--- src/rtl/edge_mov_sum.sv ---
// rtl/edge_mov_sum.sv - moving-window sum of ADC samples with IDLE/FILL/RUN sequencing
//
// Purpose: keeps the last W valid ADC samples in a circular buffer and emits their
// running sum. W is latched from window_width when a run starts (0 is treated as 1).
// Optional feature macro: EDGE_MOVSUM_PEAK_EN (enables the sum_peak tracker).
//
// Ports:
//   ADC_clk      - single clock, rising edge
//   reset_n      - asynchronous active-low reset, deasserted through a 2-flop synchroniser
//   start        - run enable (level); low returns to IDLE
//   clear        - synchronous core reset, overrides start and ADC_valid
//   window_width - number of samples summed, sampled only on IDLE->FILL
//   ADC_data     - unsigned sample
//   ADC_valid    - ADC_data is valid this cycle
//   sum_out      - registered moving sum, holds between strobes
//   sum_wr       - one-cycle strobe marking a new sum_out
//   filled       - high while in RUN
//   sum_peak     - largest strobed sum since start (0 when the peak feature is off)
module edge_mov_sum #(
  parameter int DATA_W = 10,
  parameter int WIN_W  = 8
) (
  input  logic                      ADC_clk,
  input  logic                      reset_n,
  input  logic                      start,
  input  logic                      clear,
  input  logic [WIN_W-1:0]          window_width,
  input  logic [DATA_W-1:0]         ADC_data,
  input  logic                      ADC_valid,
  output logic [DATA_W+WIN_W-1:0]   sum_out,
  output logic                      sum_wr,
  output logic                      filled,
  output logic [DATA_W+WIN_W-1:0]   sum_peak
);

  localparam int SUM_W = DATA_W + WIN_W;
  localparam int DEPTH = 1 << WIN_W;
  localparam logic [WIN_W-1:0] ONE_W = {{(WIN_W-1){1'b0}}, 1'b1};

  typedef enum logic [1:0] {IDLE, FILL, RUN} state_t;

  state_t            state, state_nxt;
  logic [WIN_W-1:0]  w_len, w_nxt;
  logic [WIN_W-1:0]  wr_ptr, ptr_nxt, ptr_adv;
  logic [WIN_W-1:0]  fill_cnt, cnt_nxt;
  logic [SUM_W-1:0]  acc, acc_nxt, acc_add;
  logic [SUM_W-1:0]  sum_nxt;
  logic              wr_nxt;
  logic              buf_we;
  logic [DATA_W-1:0] old_sample;
  logic [DATA_W-1:0] buf_mem [DEPTH];

  // Reset asserts immediately but releases two clocks later, so every flop
  // below leaves reset on a clean edge.
  logic [1:0] rst_sync;
  logic       rst_n_int;

  always_ff @(posedge ADC_clk or negedge reset_n) begin
    if (!reset_n) rst_sync <= 2'b00;
    else          rst_sync <= {rst_sync[0], 1'b1};
  end

  assign rst_n_int = rst_sync[1];

  // Sample store: no reset needed, FILL overwrites every slot RUN will read.
  always_ff @(posedge ADC_clk) begin
    if (buf_we) buf_mem[wr_ptr] <= ADC_data;
  end

  assign old_sample = buf_mem[wr_ptr];
  assign ptr_adv    = (wr_ptr == w_len - ONE_W) ? '0 : wr_ptr + ONE_W;
  assign acc_add    = acc + SUM_W'(ADC_data);

  always_comb begin
    state_nxt = state;
    w_nxt     = w_len;
    ptr_nxt   = wr_ptr;
    cnt_nxt   = fill_cnt;
    acc_nxt   = acc;
    sum_nxt   = sum_out;
    wr_nxt    = 1'b0;
    buf_we    = 1'b0;
    if (clear || !start) begin
      state_nxt = IDLE;
      ptr_nxt   = '0;
      cnt_nxt   = '0;
      acc_nxt   = '0;
      sum_nxt   = '0;
    end else begin
      case (state)
        IDLE: begin
          state_nxt = FILL;
          w_nxt     = (window_width == '0) ? ONE_W : window_width;
          ptr_nxt   = '0;
          cnt_nxt   = '0;
          acc_nxt   = '0;
        end
        FILL: begin
          if (ADC_valid) begin
            buf_we  = 1'b1;
            ptr_nxt = ptr_adv;
            acc_nxt = acc_add;
            cnt_nxt = fill_cnt + ONE_W;
            if (fill_cnt + ONE_W == w_len) begin
              state_nxt = RUN;
              sum_nxt   = acc_add;
              wr_nxt    = 1'b1;
            end
          end
        end
        RUN: begin
          if (ADC_valid) begin
            buf_we  = 1'b1;
            ptr_nxt = ptr_adv;
            // old_sample is already part of acc, so this never goes negative.
            acc_nxt = acc_add - SUM_W'(old_sample);
            sum_nxt = acc_add - SUM_W'(old_sample);
            wr_nxt  = 1'b1;
          end
        end
        default: state_nxt = IDLE;
      endcase
    end
  end

  always_ff @(posedge ADC_clk or negedge rst_n_int) begin
    if (!rst_n_int) begin
      state    <= IDLE;
      w_len    <= ONE_W;
      wr_ptr   <= '0;
      fill_cnt <= '0;
      acc      <= '0;
      sum_out  <= '0;
      sum_wr   <= 1'b0;
    end else begin
      state    <= state_nxt;
      w_len    <= w_nxt;
      wr_ptr   <= ptr_nxt;
      fill_cnt <= cnt_nxt;
      acc      <= acc_nxt;
      sum_out  <= sum_nxt;
      sum_wr   <= wr_nxt;
    end
  end

  assign filled = (state == RUN);

`ifdef EDGE_MOVSUM_PEAK_EN
  logic [SUM_W-1:0] peak_r;

  // Tracks the registered strobe, so the peak lags sum_out by one cycle.
  always_ff @(posedge ADC_clk or negedge rst_n_int) begin
    if (!rst_n_int)                        peak_r <= '0;
    else if (clear || !start)              peak_r <= '0;
    else if (sum_wr && (sum_out > peak_r)) peak_r <= sum_out;
  end

  assign sum_peak = peak_r;
`else
  assign sum_peak = '0;
`endif

endmodule

--- config.mk ---
export PLATFORM = sky130hd
export DESIGN_NAME = edge_mov_sum
export DESIGN_NICKNAME = d
export VERILOG_FILES = /design/src/rtl/edge_mov_sum.sv
export SDC_FILE = /design/constraint.sdc
export NUM_CORES = 2
export LEC_CHECK = 0
export ABC_CLOCK_PERIOD_IN_PS = 4500
export CELL_PAD_IN_SITES_DETAIL_PLACEMENT = 0
export CELL_PAD_IN_SITES_GLOBAL_PLACEMENT = 2
export CORE_ASPECT_RATIO = 0.5
export CORE_UTILIZATION = 50
export DETAILED_ROUTE_END_ITERATION = 10
export PLACE_DENSITY_LB_ADDON = 0.1
export REMOVE_ABC_BUFFERS = 1
export SYNTH_ARGS = -nofsm -noshare
export SYNTH_HDL_FRONTEND = slang
export SYNTH_SLANG_ARGS = --single-unit
export TNS_END_PERCENT = 50
--- constraint.sdc ---
create_clock -name ADC_clk -period 4.5 [get_ports ADC_clk]
set_input_delay 1.125 -clock ADC_clk [delete_from_list [all_inputs] [get_ports ADC_clk]]
set_output_delay 1.125 -clock ADC_clk [all_outputs]
set_load 0.01 [all_outputs]
==> flow_summary.yaml <==
setup_path:
  worstSetupPathType: "register to register"
  worstSetupStartpoint: "wr_ptr[0]"
  cp.arrival_ns: 6.31
  endpoint: "acc[17]"
  cpLargestDelayFamily: "multiplexers"
  worst-path-buf-inv: 7
  cp.depth: 20
  timing.rr.end: "acc[17]"
  cp-start-kind: "register"
  cp_max_fo: 6
  path_cells: "buf_12, buf_8, buf_12, buf_12, buf_4, mux4_2, mux4_2, mux4_2, a211oi_2, buf_4, ha_4, a21o_1, a31oi_4, a21oi_4, a41oi_2, or3b_4, buf_6, nor4_4, xor2_1, o221ai_1"
  critPathRequiredTime_ns: 5.22
  regToRegStartpoint: "wr_ptr[0]"
  cp_slowest_cell: "mux4_2"
  end_kind: "register"
  cp_slowest_stage_delay_ns: 0.65
  r2r_cells: 20
  rrSetupSlack_ns: -1.09
timing:
  grt_setup_unrepaired: "true"
  fin_ws_ns: -1.09
  setup_viol: 30
  min_period_over_period_pct: 124
  skew_ns: 0.0443
  clock.fmax_mhz: 179
  fin_setup_tns_ns: -21.95
  tightest_slew_ns: 1.22
  holdWs_ns: 0.163
  hold_violations: 0
  relSlewSlack_pct: 18.7
  slew_viol_final: 0
  period_needed_ns: 5.59
placed_design:
  gp_congestion: 0.851
  dpl.hpwl_mm: 182
  io_buffers: 42
die:
  start_util_pct: 50.6
  die_x_um: 646
  die_y_um: 324
  row_count: 117
  boundaryPins: 61
  dieArea_um2: 209000
  core_area_um2: 205000
cts:
  insertion_delay_ns: 0.88
  cts_tree: "yes"
  h-tree-depth: 4
  cts_root_buffer: "clkbuf_16"
  numCtsBuffers: 229
  cts.sinks: 2625
  clk_path_buf_depth: 4
  cts.clk_slew.worst_paths_ns: 0.07
  hold_buffers: 0
min_path:
  worstHoldPathType: "register to asynchronous set/reset pin"
logic_synthesis:
  ys_seq_area_share_pct: 75.8
  synthMuxAreaShare_pct: 17.6
  ys_types: 79
  ys.flop_type: "edfxtp_1"
  synth_compound_area_share_pct: 1.57
  yosys.area_share.adder_pct: 0.411
  synth_seq_cells: 2625
  synth_top_family_by_area: "multiplexers"
  ys_warn_count: 0
  synth_xor_area_share_pct: 0.457
  synth-edff-count: 2560
  async_reset_ff_share_pct: 2.48
  netlist_instances: 4668
  synthSimpleGateAreaFrac_pct: 2.59
  synth.cell_area_um2: 104000
  avgSynthCellArea_um2: 22.2
run_status:
  status: "finished with violations"
  violations: "setup timing"
grt:
  antenna_found_initial: 15
  grt_pass1_vias: 52400
  grt_usage_pct: 27.3
  grt_pass1_wl_mm: 401
  grt_max_degree: 164
  gr-total-overflow: 0
layout:
  layout_common_cells: "2560 x edfxtp_1, 802 x mux4_2, 734 x buf_4"
  area_delta_synth_final_pct: 17.8
  final_common_cell: "edfxtp_1"
  postLayoutCoreUtil_pct: 59.6
  fin_nets: 5593
  fill_cells: 14500
  drive_above_1_share_pct: 37.3
routing:
  vias_per_cell: 6.24
  antenna_left: 0
  drtPass1Iterations: 6
  vias: 52900
  drt_iter0_markers: 7437
  route.detailed.drc: 0
  finalWirelength_mm: 282
  routedWlPerCell_um: 33.3
power:
  power_density_nw_per_um2: 391
  p_leak_nw: 38.6
  irDropWorstVdd_mv: 0.338
  total_power_mw: 47.7
run:
  cap_violations: 0
registers in the layout (all words and copies together), names as in the netlist, 2 cells and up:
name and count:
buf_mem 2560, acc 18, sum_out 18, fill_cnt 8, w_len 8, wr_ptr 8
rst_sync 2, state 2
final cells by class:
class / count / area [µm²] / share of cell area, %
diodes: 2 / 5.00 / 0.00410
multi-input cells: 1751 / 24200 / 19.8
well taps: 2737 / 3420 / 2.81
flip-flops and latches: 2625 / 78500 / 64.4
repair buffers: 909 / 8580 / 7.04
clock buffers: 279 / 5980 / 4.90
clock inverters: 139 / 1190 / 0.973
inverters: 22 / 82.6 / 0.0677
how the worst min path moves through the flow:
stage	from	to	slack [ns]
after detailed placement	rst_sync[1]	w_len[6]	0.17
after floorplan	rst_sync[0]	rst_sync[1]	0.33
after global placement	rst_sync[1]	w_len[4]	0.17
after CTS	rst_sync[1]	w_len[3]	0.17
final	rst_sync[1]	w_len[3]	0.16
after global routing	rst_sync[1]	w_len[3]	0.18
cell families after synthesis:
logic type | count (synthesis)
other cells | 2
compound gates | 228
mux | 820
flops | 2625
simple gates | 597
fa+ha+maj | 33
buf+inv | 309
xor+xnor | 54
where the power goes:
group          leakage [nW]  internal (mW)  total [mW]  switching [mW]
Combinational          11.2          0.570        1.48           0.909
Sequential             23.9           26.8        26.9          0.0440
Clock                  3.52           10.5        19.4            8.85
Total                  38.6           37.9        47.7            9.80
routing by layer:
layer	GRT usage, %	vias to the layer above	share of wire [%]
met5	0	-	0
met4	4.79	0	1.7
met3	5.58	313	10
met2	40.4	2520	45
met1	42.8	28600	44
li1	-	21400	-
synthesized netlist by cell type (22+ instances only):
cell type | n | area, µm²
buf_6 | 30 | 338
ha_1 | 30 | 375
clkbuf_1 | 136 | 510
nand3_1 | 57 | 285
buf_2 | 53 | 265
inv_1 | 22 | 82.6
xor2_1 | 27 | 236
buf_4 | 32 | 240
nor2b_1 | 23 | 144
nor2_1 | 302 | 1130
edfxtp_1 | 2560 | 76900
xnor2_1 | 27 | 236
mux4_2 | 802 | 18100
o21ai_0 | 42 | 210
dfrtp_1 | 64 | 1600
a22oi_1 | 25 | 188
buf_1 | 36 | 135
a21oi_1 | 35 | 175
nand2_1 | 106 | 398
metrics by stage:
stage,cell area (µm²),std cells,setup WS [ns]
2_1_floorplan,102000,4398,-24.01
3_3_place_gp,113000,7943,-1.78
3_5_place_dp,113000,7943,-1.66
4_1_cts,122000,8439,-0.927
5_1_grt,122000,8462,-1.17
6_report,122000,8464,-1.09
timing repair:
action,in CTS,in global routing
setup buffers,72,26
resized for setup,135,65
pin swaps,40,38
cloned,10,1
setup endpoints to repair,36,34
(Power assumes the default switching activity.)
